### src/rtl/otter_pkg.sv
// Shared definitions for the Otter multicycle control unit:
// RV32I opcode constants and the control FSM state type.
package otter_pkg;

    localparam logic [6:0] OP_LOAD   = 7'b0000011;
    localparam logic [6:0] OP_IMM    = 7'b0010011;
    localparam logic [6:0] OP_AUIPC  = 7'b0010111;
    localparam logic [6:0] OP_STORE  = 7'b0100011;
    localparam logic [6:0] OP_OP     = 7'b0110011;
    localparam logic [6:0] OP_LUI    = 7'b0110111;
    localparam logic [6:0] OP_BRANCH = 7'b1100011;
    localparam logic [6:0] OP_JALR   = 7'b1100111;
    localparam logic [6:0] OP_JAL    = 7'b1101111;
    localparam logic [6:0] OP_SYSTEM = 7'b1110011;

    typedef enum logic [2:0] {
        ST_INIT,
        ST_FETCH,
        ST_EXEC,
        ST_MEM,
        ST_WB,
        ST_INTR,
        ST_FAULT
    } cu_state_t;

endpackage

### src/rtl/cu_timeout_ctr.sv
// Wait-cycle counter for memory handshakes.
// Ports: clk, rst_n (sync, active-low), clr (zero the count),
//        en (count one wait cycle), expire (count sits at MEM_TIMEOUT-1).
module cu_timeout_ctr #(
    parameter int unsigned MEM_TIMEOUT = 16
) (
    input  logic clk,
    input  logic rst_n,
    input  logic clr,
    input  logic en,
    output logic expire
);

    localparam int unsigned W =
        (MEM_TIMEOUT > 0) ? $clog2(MEM_TIMEOUT + 1) : 1;
    localparam logic [W-1:0] LAST =
        W'((MEM_TIMEOUT > 0) ? MEM_TIMEOUT - 1 : 0);

    logic [W-1:0] cnt_q;
    logic [W-1:0] cnt_d;

    // Saturates at LAST so a stalled FSM can never wrap the count.
    always_comb begin
        cnt_d = cnt_q;
        if (clr) begin
            cnt_d = '0;
        end else if (en && (cnt_q != LAST)) begin
            cnt_d = cnt_q + W'(1);
        end
    end

    always_ff @(posedge clk) begin
        if (!rst_n) begin
            cnt_q <= '0;
        end else begin
            cnt_q <= cnt_d;
        end
    end

    // A zero timeout disables expiry entirely.
    assign expire = (MEM_TIMEOUT != 0) && (cnt_q == LAST);

endmodule

### src/rtl/otter_cu_fsm_mc.sv
// Multicycle control FSM for the Otter MCU with ack-based memory,
// CSR/MRET decode, interrupt entry and a sticky memory-timeout fault.
// Inputs: clk, rst_n (sync, active-low), ir_opcode, ir_func,
//         imem_ack, dmem_ack, intr, csr_mie.
// Outputs: pc_write, reg_write, mem_rden1, mem_rden2, mem_we2, reset,
//          csr_we, int_taken, mret_exec, illegal_op, bus_fault.
module otter_cu_fsm_mc
    import otter_pkg::*;
#(
    parameter int unsigned MEM_TIMEOUT = 16,
    parameter bit          HAS_INTR    = 1'b1
) (
    input  logic       clk,
    input  logic       rst_n,
    input  logic [6:0] ir_opcode,
    input  logic [2:0] ir_func,
    input  logic       imem_ack,
    input  logic       dmem_ack,
    input  logic       intr,
    input  logic       csr_mie,
    output logic       pc_write,
    output logic       reg_write,
    output logic       mem_rden1,
    output logic       mem_rden2,
    output logic       mem_we2,
    output logic       reset,
    output logic       csr_we,
    output logic       int_taken,
    output logic       mret_exec,
    output logic       illegal_op,
    output logic       bus_fault
);

    cu_state_t state_q;
    cu_state_t state_d;
    cu_state_t ret_st;

    logic wait_en;
    logic cnt_clr;
    logic expire;
    logic is_load;

    cu_timeout_ctr #(
        .MEM_TIMEOUT(MEM_TIMEOUT)
    ) u_tmo (
        .clk   (clk),
        .rst_n (rst_n),
        .clr   (cnt_clr),
        .en    (wait_en),
        .expire(expire)
    );

    // Every state change restarts the wait count for the new state.
    assign cnt_clr = (state_d != state_q);

    always_comb begin
        state_d    = state_q;
        pc_write   = 1'b0;
        reg_write  = 1'b0;
        mem_rden1  = 1'b0;
        mem_rden2  = 1'b0;
        mem_we2    = 1'b0;
        reset      = 1'b0;
        csr_we     = 1'b0;
        int_taken  = 1'b0;
        mret_exec  = 1'b0;
        illegal_op = 1'b0;
        bus_fault  = 1'b0;
        wait_en    = 1'b0;
        is_load    = (ir_opcode == OP_LOAD);
        // Where an instruction goes after its last cycle.
        ret_st = (HAS_INTR && intr && csr_mie) ? ST_INTR : ST_FETCH;

        unique case (state_q)
            ST_INIT: begin
                reset   = 1'b1;
                state_d = ST_FETCH;
            end
            ST_FETCH: begin
                mem_rden1 = 1'b1;
                if (imem_ack) begin
                    state_d = ST_EXEC;
                end else begin
                    wait_en = 1'b1;
                    if (expire) begin
                        state_d = ST_FAULT;
                    end
                end
            end
            ST_EXEC: begin
                unique case (ir_opcode)
                    OP_LOAD: begin
                        mem_rden2 = 1'b1;
                        state_d   = ST_MEM;
                    end
                    OP_STORE: begin
                        mem_we2 = 1'b1;
                        state_d = ST_MEM;
                    end
                    OP_LUI, OP_AUIPC, OP_JAL,
                    OP_JALR, OP_IMM, OP_OP: begin
                        pc_write  = 1'b1;
                        reg_write = 1'b1;
                        state_d   = ret_st;
                    end
                    OP_BRANCH: begin
                        pc_write = 1'b1;
                        state_d  = ret_st;
                    end
                    OP_SYSTEM: begin
                        pc_write = 1'b1;
                        state_d  = ret_st;
                        if (ir_func != 3'b000) begin
                            csr_we    = 1'b1;
                            reg_write = 1'b1;
                        end else begin
                            mret_exec = 1'b1;
                        end
                    end
                    default: begin
                        illegal_op = 1'b1;
                        pc_write   = 1'b1;
                        state_d    = ret_st;
                    end
                endcase
            end
            ST_MEM: begin
                // IR is stable here, so it still tells load from store.
                mem_rden2 = is_load;
                mem_we2   = !is_load;
                if (dmem_ack) begin
                    if (is_load) begin
                        state_d = ST_WB;
                    end else begin
                        pc_write = 1'b1;
                        state_d  = ret_st;
                    end
                end else begin
                    wait_en = 1'b1;
                    if (expire) begin
                        state_d = ST_FAULT;
                    end
                end
            end
            ST_WB: begin
                pc_write  = 1'b1;
                reg_write = 1'b1;
                state_d   = ret_st;
            end
            ST_INTR: begin
                int_taken = 1'b1;
                pc_write  = 1'b1;
                state_d   = ST_FETCH;
            end
            ST_FAULT: begin
                bus_fault = 1'b1;
            end
            default: begin
                state_d = ST_INIT;
            end
        endcase
    end

    always_ff @(posedge clk) begin
        if (!rst_n) begin
            state_q <= ST_INIT;
        end else begin
            state_q <= state_d;
        end
    end

endmodule

### config.mk
export PLATFORM = sky130hd
export DESIGN_NAME = otter_cu_fsm_mc
export DESIGN_NICKNAME = d
export VERILOG_FILES = /design/src/rtl/otter_pkg.sv /design/src/rtl/cu_timeout_ctr.sv /design/src/rtl/otter_cu_fsm_mc.sv
export SDC_FILE = /design/constraint.sdc
export NUM_CORES = 1
export LEC_CHECK = 0
export CAP_MARGIN = 25
export CORE_AREA = 2 2 39 41
export DETAILED_ROUTE_END_ITERATION = 12
export DIE_AREA = 0 0 41 43
export DONT_BUFFER_PORTS = 1
export PLACE_DENSITY = 0.79
export SLEW_MARGIN = 40
export SYNTH_ARGS = -nofsm -noshare
export SYNTH_HDL_FRONTEND = slang
export SYNTH_SLANG_ARGS = --single-unit
### constraint.sdc
create_clock -name clk -period 2.4 [get_ports clk]
set_input_delay 0.48 -clock clk [delete_from_list [all_inputs] [get_ports clk]]
set_output_delay 0.48 -clock clk [all_outputs]
set_load 0.02 [all_outputs]
==> flow_metrics.env, run 1 <==
export IMPL_syn_instance_count=101
export IMPL_period_needed_ns=2.144
export IMPL_grt_max_degree=17
export IMPL_tightest_slew_ns=0.6104
export IMPL_ys_types=44
export IMPL_cp_end_kind="primary output"
export IMPL_syn_area_per_cell_sq_um=7.433
export IMPL_ir_drop_uv=304.8
export IMPL_hold_viol=0
export IMPL_synth_area_sq_um=750.7
export IMPL_cts_resized=0
export IMPL_die_w_um=41
export IMPL_status="finished, final reports clean"
export IMPL_drc=0
export IMPL_ctsHoldBuffers=0
export IMPL_nNetsFinal=124
export IMPL_pwr_share_comb=0.207
export IMPL_r2r_slack_ns=0.27
export IMPL_syn_to_final_growth_pct=5.500
export IMPL_min_to="state_q[1]"
export IMPL_setup_viol=0
export IMPL_antenna_cells=0
export IMPL_tns_ns=0
export IMPL_fin_util=0.5723
export IMPL_ios=27
export IMPL_overflow=0
export IMPL_io_buffer_count=0
export IMPL_syn_num_nets=119
export IMPL_grt_pass1_vias=691
export IMPL_timing_rr_end="u_tmo.cnt_q[0]"
export IMPL_hold_class="input port to register"
export IMPL_mostFrequentLayoutCells="nor3_1, nor2_1, nand2_1, dfxtp_1, a21oi_1"
export IMPL_drt_first_pass_iters=4
export IMPL_core_sq_mm=0.001384
export IMPL_p_int_mw=0.2192
export IMPL_worst_endpoint_required_ns=1.92
export IMPL_startpoint_type="register"
export IMPL_drv_cap=0
export IMPL_yosysSeqAreaShare=0.2133
export IMPL_max_slew_margin=0.5900
export IMPL_whs_ns=0.3561
export IMPL_dpl_cell_area_sq_um=769.5
export IMPL_htree_levels=1
export IMPL_post_cts_setup_buffer_count=0
export IMPL_grt_first_pass_wirelength_um=2608
export IMPL_swShare=0.3013
export IMPL_num_fill_cells=136
export IMPL_insertion_delay_ns=0.25
export IMPL_synth_top_flop_cell="dfxtp_1"
export IMPL_final_area_sq_um=792.0
export IMPL_drt_wl_total_um=1657
export IMPL_cp_max_fo=15
export IMPL_p_leak_nw=0.3069
export IMPL_finalCritPeriodShare=0.8932
export IMPL_cts_tree="yes"
export IMPL_hold_depth=1
export IMPL_clock_sinks=8
export IMPL_clk_pin_slew_ns=0.05
export IMPL_reg2reg_from="u_tmo.cnt_q[0]"
export IMPL_worstPathArrival_ns=1.66
export IMPL_p_sw_mw=0.09451
export IMPL_mostFrequentLayoutCell="nor3_1"
export IMPL_start_util=0.5425
export IMPL_layout_drive_gt1_share=0.1538
export IMPL_max_freq_mhz=466.5
export IMPL_fp_row_count=14
export IMPL_rsz0062_at_grt="no"
export IMPL_die_area_sq_mm=0.001763
export IMPL_place_congestion=0.8493
export IMPL_dpl_hpwl_um=1266
export IMPL_die_h_um=43
export IMPL_antenna_left=0
export IMPL_clockRootBuffer="clkbuf_4"
export IMPL_power_total_mw=0.3137
export IMPL_drt_iter0_drc=17
export IMPL_antenna_found_initial=0
export IMPL_wire_per_inst_um=13.81
export IMPL_cts_buffers=3
export IMPL_pwr_share_clk=0.320
export IMPL_pwr_share_seq=0.473
export IMPL_synth_edf_count=0
export IMPL_r2r_cells=8
export IMPL_fin_skew_ns=0.007949
export IMPL_cts_buffer_depth=2
export IMPL_slew_viol_final=0
export IMPL_p_per_area_mw_per_mm2=396.1
export IMPL_ys_seq_elements=8
export IMPL_crit_type="register to primary output"
export IMPL_postSynth_asyncResetShare=0
export IMPL_vias=740
export IMPL_via_per_inst=6.167
export IMPL_min_from="rst_n"
export IMPL_yosysWarnings=0
export IMPL_grt_total_usage=0.2105
synth_stat cells (2+ instances only):
cell type	count	area (sq um)
nand2_1	8	30.03
nor2_1	11	41.29
nand2b_1	3	18.77
nor2b_1	2	12.51
a21oi_1	7	35.03
ha_1	2	25.02
inv_1	3	11.26
xor2_1	2	17.52
o21ai_1	2	10.01
and3_1	5	31.28
nand3_1	4	20.02
dfxtp_1	8	160.2
nor3_1	12	60.06
mux2i_1	2	20.02
cell families after synthesis:
group | Yosys count | share of synthesized area
AO/OA/AOI/OAI | 22 | 0.2167
XOR/XNOR | 3 | 0.03501
adder cells (fa/ha/maj) | 2 | 0.03333
buffers and inverters | 7 | 0.05166
flip-flops | 8 | 0.2133
multiplexers | 2 | 0.02667
AND/OR/NAND/NOR | 57 | 0.4234
worst max-delay path, cell delays in order (launching register included):
cell and delay [ns]:
dfxtp_1 0.60, nand2b_1 0.12, nor2_1 0.14, nand3_1 0.14, o22ai_1 0.42
layer usage:
| layer | vias to the layer above | GRT usage | part of all wire |
|---|---|---|---|
| met5 | - | 0 | 0 |
| met4 | 0 | 0.1333 | 0.0072 |
| met3 | 2 | 0.05759 | 0.084 |
| met2 | 25 | 0.3375 | 0.49 |
| met1 | 336 | 0.2273 | 0.42 |
| li1 | 377 | - | - |
power by group through the flow:
stage / Sequential (mW) / Combinational (mW) / Clock (mW)
2_1_floorplan: 0.143 / 0.0662 / 0
3_3_place_gp: 0.150 / 0.0636 / 0
3_5_place_dp: 0.151 / 0.0647 / 0
4_1_cts: 0.148 / 0.0649 / 0.106
5_1_grt: 0.150 / 0.0718 / 0.112
6_report: 0.148 / 0.0649 / 0.100
sequential cells by signal (all words and copies together), names as in the netlist:
name	cells
u_tmo.cnt_q	5
state_q	3
how the worst max path moves through the flow:
stage                   startpoint        endpoint  cells past startpoint
floorplan             ir_opcode[3]       mret_exec                      4
global placement      ir_opcode[3]       reg_write                      4
detailed placement  u_tmo.cnt_q[0]  u_tmo.cnt_q[1]                      8
CTS                     state_q[1]       reg_write                      4
global route            state_q[1]       mret_exec                      5
finish                  state_q[1]       reg_write                      4
stage by stage:
step                setup slack [ns]  instances
global route                 0.07189        120
CTS                           0.2482        120
global placement              0.3731        117
detailed placement            0.3273        117
floorplan                     0.1890        101
finish                        0.2563        120
cell type report:
| class | count | area (sq um) | share of cell area |
|---|---|---|---|
| well taps | 16 | 20.02 | 0.02528 |
| inverters | 4 | 15.01 | 0.01896 |
| repair buffers | 3 | 22.52 | 0.02844 |
| flip-flops and latches | 8 | 160.2 | 0.2022 |
| clock buffers | 3 | 22.52 | 0.02844 |
| multi-input cells | 86 | 551.8 | 0.6967 |
No activity file was read; power rests on OpenSTA's default activity.
==> inputs of run 2 (changes only) <==
--- a/config.mk
+++ b/config.mk
@@ -5,12 +5,13 @@
 export SDC_FILE = /design/constraint.sdc
 export NUM_CORES = 1
 export LEC_CHECK = 0
+export ABC_AREA = 1
 export CAP_MARGIN = 25
-export CORE_AREA = 2 2 39 41
+export CORE_MARGIN = 1.5
+export CORE_UTILIZATION = 60
 export DETAILED_ROUTE_END_ITERATION = 12
-export DIE_AREA = 0 0 41 43
 export DONT_BUFFER_PORTS = 1
-export PLACE_DENSITY = 0.79
+export PLACE_DENSITY = 0.83
 export SLEW_MARGIN = 40
 export SYNTH_ARGS = -nofsm -noshare
 export SYNTH_HDL_FRONTEND = slang
==> flow_metrics.env, run 2 <==
export IMPL_max_slew_margin=0.5891
export IMPL_grt_first_pass_wirelength_um=2649
export IMPL_yosys_top_cells_count="nand2_1, nor2_1, inv_1"
export IMPL_vias=813
export IMPL_wire_per_inst_um=11.13
export IMPL_grt_total_usage=0.2527
export IMPL_yosysWarnings=0
export IMPL_crit_chain="inv_2 > nor3_4 > nand3_1 > o211ai_1"
export IMPL_grt_pass1_vias=663
export IMPL_clock_sinks=8
export IMPL_tightest_slew_ns=0.6117
export IMPL_die_area_sq_mm=0.001525
export IMPL_synth_edf_count=0
export IMPL_startpoint_type="register"
export IMPL_pre_cts_ws_ns=0.4259
export IMPL_tns_ns=0
export IMPL_nNetsFinal=159
export IMPL_synth_area_sq_um=779.5
export IMPL_cts_buffer_depth=2
export IMPL_ys_types=22
export IMPL_post_cts_setup_buffer_count=0
export IMPL_final_area_sq_um=828.3
export IMPL_clockRootBuffer="clkbuf_4"
export IMPL_crit_type="register to primary output"
export IMPL_synth_area_top_cells="dfxtp_1, nand2_1, nor2_1"
export IMPL_setup_slack_ns=0.2724
export IMPL_synth_top_flop_cell="dfxtp_1"
export IMPL_syn_area_per_cell_sq_um=5.817
export IMPL_largest_reg_flops=5
export IMPL_ios=27
export IMPL_drt_wl_total_um=1703
export IMPL_yosysMostFrequentCell="nand2_1"
export IMPL_yosysTopAreaCell="dfxtp_1"
export IMPL_multi_input_area_sq_um=511.7
export IMPL_syn_num_nets=152
export IMPL_cp_max_fo=7
export IMPL_status="finished, final reports clean"
export IMPL_cp_end_kind="primary output"
export IMPL_drv_cap=0
export IMPL_antenna_found_initial=0
export IMPL_finalCritPeriodShare=0.8865
export IMPL_dpl_cell_area_sq_um=805.8
export IMPL_finalNonFillerCells=153
export IMPL_die_h_um=39.05
export IMPL_period_needed_ns=2.128
export IMPL_cp_top_family="flip-flops"
export IMPL_num_fill_cells=102
export IMPL_p_leak_nw=0.3995
export IMPL_die_w_um=39.05
export IMPL_rsz0062_at_grt="no"
export IMPL_overflow=0
export IMPL_slew_viol_final=0
export IMPL_min_from="rst_n"
export IMPL_fin_skew_ns=0.006349
export IMPL_whs_ns=0.3900
export IMPL_max_freq_mhz=470.0
export IMPL_ir_drop_uv=346.2
export IMPL_critPathMaxStageDelay_ns=0.51
export IMPL_syn_to_final_growth_pct=6.260
export IMPL_r2r_slack_ns=0.46
export IMPL_worstPathArrival_ns=1.65
export IMPL_yosysSeqAreaShare=0.2055
export IMPL_cts_buffers=3
export IMPL_insertion_delay_ns=0.25
export IMPL_final_seq_area_sq_um=160.2
export IMPL_largestRegisters="u_tmo.cnt_q: 5 flops, state_q: 3 flops"
export IMPL_ys_seq_elements=8
export IMPL_mostFrequentLayoutCells="nand2_1, nor2_1, inv_1"
export IMPL_p_per_area_mw_per_mm2=378.0
export IMPL_syn_instance_count=134
export IMPL_fin_util=0.7165
export IMPL_cts_resized=0
export IMPL_core_sq_mm=0.001156
export IMPL_antenna_cells=0
export IMPL_io_buffer_count=0
export IMPL_synth_top_area_share=0.2055
export IMPL_power_total_mw=0.3131
export IMPL_drt_iter0_drc=34
export IMPL_hold_class="input port to register"
export IMPL_start_util=0.6742
export IMPL_htree_levels=1
export IMPL_top_register="u_tmo.cnt_q"
export IMPL_mostFrequentLayoutCell="nand2_1"
export IMPL_dp_cells=150
export IMPL_clk_pin_slew_ns=0.06
export IMPL_cts_tree="yes"
export IMPL_postSynth_asyncResetShare=0
export IMPL_via_per_inst=5.314
export IMPL_worst_path_max_delay_cell="dfxtp_1"
export IMPL_fp_row_count=12
export IMPL_ctsHoldBuffers=0
export IMPL_place_congestion=0.8946
export IMPL_antenna_left=0
export IMPL_drc=0
export IMPL_drt_first_pass_iters=4
export IMPL_setup_viol=0
export IMPL_hold_viol=0
export IMPL_worstSetupStartpoint="state_q[1]"
export IMPL_cp_num_buf_inv=1
export IMPL_dpl_hpwl_um=1385
export IMPL_reg2reg_from="u_tmo.cnt_q[0]"
export IMPL_grt_max_degree=10
export IMPL_layout_drive_gt1_share=0.1367
export IMPL_worst_endpoint_required_ns=1.92
==> run 2: path summary, 6_finish.rpt <==
kind / cells after the start / end
setup reg to reg: 13 / u_tmo.cnt_q[4]
hold reg to reg: 3 / u_tmo.cnt_q[3]
setup / recovery: 4 / reg_write
hold / removal: 2 / state_q[0]
==> run 2: layer usage <==
metal  routed length (um)  share of wire  track usage  vias to the layer above
met5                    0              0            0                        -
met4                    0              0      0.02586                        0
met3                  114          0.067      0.06936                        0
met2                  812           0.48       0.4375                       37
met1                  777           0.46       0.3182                      350
li1                     -              -            -                      426
==> run 2: worst register-to-register path, cell delays in order (launching register included) <==
cell	delay, ns
dfxtp_1	0.33
ha_1	0.20
inv_1	0.07
nor2_1	0.05
ha_1	0.18
inv_1	0.19
a21oi_1	0.10
a21oi_1	0.18
nand2_1	0.07
nor2_1	0.13
nor2_1	0.05
nor2_1	0.12
nand2_2	0.10
nor2_1	0.11
==> run 2: area by class of cell <==
| cell class | instances | area share |
|---|---|---|
| well taps | 14 | 0.02115 |
| inverters | 25 | 0.1133 |
| multi-input cells | 100 | 0.6178 |
| repair buffers | 3 | 0.02719 |
| flip-flops and latches | 8 | 0.1934 |
| clock buffers | 3 | 0.02719 |
==> run 2: power breakdown <==
group / switching, mW / total [mW] / internal, mW
logic: 0.0464 / 0.0672 / 0.0209
clock network: 0.0453 / 0.102 / 0.0572
registers: 0.00737 / 0.143 / 0.136
total: 0.0990 / 0.313 / 0.214
==> run 2: kinds of logic (layout without fill, tap and decap cells) <==
family,after synthesis,count (layout),share of synthesized area
compound gates,10,10,0.07062
xor+xnor,3,3,0.03371
fa+ha+maj,2,2,0.03210
buf+inv,26,31,0.1380
flops,8,8,0.2055
simple gates,85,85,0.5201
==> inputs of run 3 (changes only) <==
--- a/config.mk
+++ b/config.mk
@@ -8,10 +8,10 @@
 export ABC_AREA = 1
 export CAP_MARGIN = 25
 export CORE_MARGIN = 1.5
-export CORE_UTILIZATION = 60
+export CORE_UTILIZATION = 55
 export DETAILED_ROUTE_END_ITERATION = 12
 export DONT_BUFFER_PORTS = 1
-export PLACE_DENSITY = 0.83
+export PLACE_DENSITY = 0.77
 export SLEW_MARGIN = 40
 export SYNTH_ARGS = -nofsm -noshare
 export SYNTH_HDL_FRONTEND = slang
==> flow_metrics.env, run 3 (same netlist as run 2, synthesis figures left out) <==
export IMPL_status="finished, final reports clean"
export IMPL_final_area_sq_um=837.1
export IMPL_drt_wl_total_um=1608
export IMPL_ios=27
export IMPL_setup_slack_ns=0.3348
export IMPL_num_fill_cells=133
export IMPL_cts_buffers=3
export IMPL_r2r_slack_ns=0.47
export IMPL_period_needed_ns=2.065
export IMPL_finalCritPeriodShare=0.8605
export IMPL_max_freq_mhz=484.2
export IMPL_drt_first_pass_iters=4
export IMPL_layout_drive_gt1_share=0.1429
export IMPL_overflow=0
export IMPL_start_util=0.5916
export IMPL_via_per_inst=5.271
export IMPL_cp_max_fo=7
export IMPL_antenna_left=0
export IMPL_worstPathArrival_ns=1.59
export IMPL_vias=817
export IMPL_clk_pin_slew_ns=0.05
export IMPL_antenna_cells=0
export IMPL_top_register="u_tmo.cnt_q"
export IMPL_fp_row_count=13
export IMPL_use_met3=0.03261
export IMPL_cts_tree="yes"
export IMPL_largestRegisters="u_tmo.cnt_q: 5 flops, state_q: 3 flops"
export IMPL_worst_endpoint_required_ns=1.92
export IMPL_io_buffer_count=0
export IMPL_tightest_slew_ns=0.6146
export IMPL_nNetsFinal=160
export IMPL_hold_class="input port to register"
export IMPL_largest_reg_flops=5
export IMPL_place_congestion=1.030
export IMPL_post_cts_setup_buffer_count=0
export IMPL_dpl_cell_area_sq_um=814.5
export IMPL_use_met2=0.3889
export IMPL_mostFrequentLayoutCell="nand2_1"
export IMPL_r2r_cells=15
export IMPL_dpl_hpwl_um=1372
export IMPL_max_slew_margin=0.5871
export IMPL_setup_viol=0
export IMPL_grt_first_pass_wirelength_um=2415
export IMPL_mostFrequentLayoutCells="nand2_1, nor2_1, inv_1"
export IMPL_antenna_found_initial=0
export IMPL_drv_cap=0
export IMPL_whs_ns=0.3955
export IMPL_grt_total_usage=0.2259
export IMPL_hold_viol=0
export IMPL_drc=0
export IMPL_p_leak_nw=0.4050
export IMPL_insertion_delay_ns=0.25
export IMPL_cts_resized=0
export IMPL_wire_per_inst_um=10.37
export IMPL_cp_end_kind="primary output"
export IMPL_grt_pass1_vias=654
export IMPL_timing_rr_end="u_tmo.cnt_q[4]"
export IMPL_ir_drop_uv=225.0
export IMPL_crit_type="register to primary output"
export IMPL_cts_buffer_depth=2
export IMPL_grt_max_degree=10
export IMPL_htree_levels=1
export IMPL_slew_viol_final=0
export IMPL_core_sq_mm=0.001318
export IMPL_die_area_sq_mm=0.001652
export IMPL_grt_busiest_layer="met2"
export IMPL_die_w_um=40.65
export IMPL_rsz0062_at_grt="no"
export IMPL_die_h_um=40.65
export IMPL_syn_to_final_growth_pct=7.384
export IMPL_startpoint_type="register"
export IMPL_ctsHoldBuffers=0
export IMPL_p_per_area_mw_per_mm2=365.5
export IMPL_tns_ns=0
export IMPL_worstSetupStartpoint="state_q[1]"
export IMPL_crit_path_end="reg_write"
export IMPL_clockRootBuffer="clkbuf_4"
export IMPL_fin_skew_ns=0.006547
export IMPL_drt_iter0_drc=16
export IMPL_reg2reg_from="u_tmo.cnt_q[0]"
export IMPL_grtUsageMet1=0.2658
export IMPL_pre_cts_ws_ns=0.4659
export IMPL_clock_sinks=8
run 3: cell types whose count changed in the layout (fill, tap and decap cells not counted), sizes merged:
cell,before,now
buf,3,4
run 3: how the worst min path moves through the flow:
stage / startpoint / endpoint / slack, ns / depth (start not counted)
3_5_place_dp: u_tmo.cnt_q[4] / u_tmo.cnt_q[4] / 0.55 / 4
6_report: rst_n / state_q[1] / 0.40 / 2
5_1_grt: rst_n / state_q[1] / 0.42 / 2
2_1_floorplan: u_tmo.cnt_q[3] / u_tmo.cnt_q[3] / 0.50 / 3
3_3_place_gp: u_tmo.cnt_q[3] / u_tmo.cnt_q[3] / 0.54 / 3
4_1_cts: rst_n / state_q[0] / 0.38 / 2
run 3: area by class of cell:
class                   instances  area (sq um)  share of cell area
clock buffers                   3         22.52             0.02691
inverters                      25         93.84              0.1121
multi-input cells             100         511.7              0.6114
flip-flops and latches          8         160.2              0.1913
well taps                      15         18.77             0.02242
repair buffers                  4         30.03             0.03587
run 3: critical path, cell delays in order (launching register included):
cell	delay, ns
dfxtp_1	0.48
inv_2	0.12
nor3_4	0.17
nand3_1	0.15
o211ai_1	0.42
run 3: per-layer routing:
| metal | wire length [um] | part of all wire | vias to the layer above |
|---|---|---|---|
| li1 | - | - | 433 |
| met1 | 733 | 0.46 | 347 |
| met2 | 756 | 0.47 | 33 |
| met3 | 96 | 0.060 | 4 |
| met4 | 22 | 0.014 | 0 |
| met5 | 0 | 0 | - |
run 3: stage by stage:
stage	utilization	total power, mW	cells
2_1_floorplan	-	0.2023	134
3_3_place_gp	0.6182	0.2116	152
3_5_place_dp	0.6182	0.2122	152
4_1_cts	0.6353	0.3128	155
5_1_grt	0.6353	0.3286	155
6_report	0.6353	0.3059	155
run 3: power by group:
group          switching [mW]  internal (mW)  total (mW)
clock                  0.0392         0.0568      0.0960
combinational          0.0457         0.0210      0.0667
sequential            0.00706          0.136       0.143
total                  0.0920          0.214       0.306
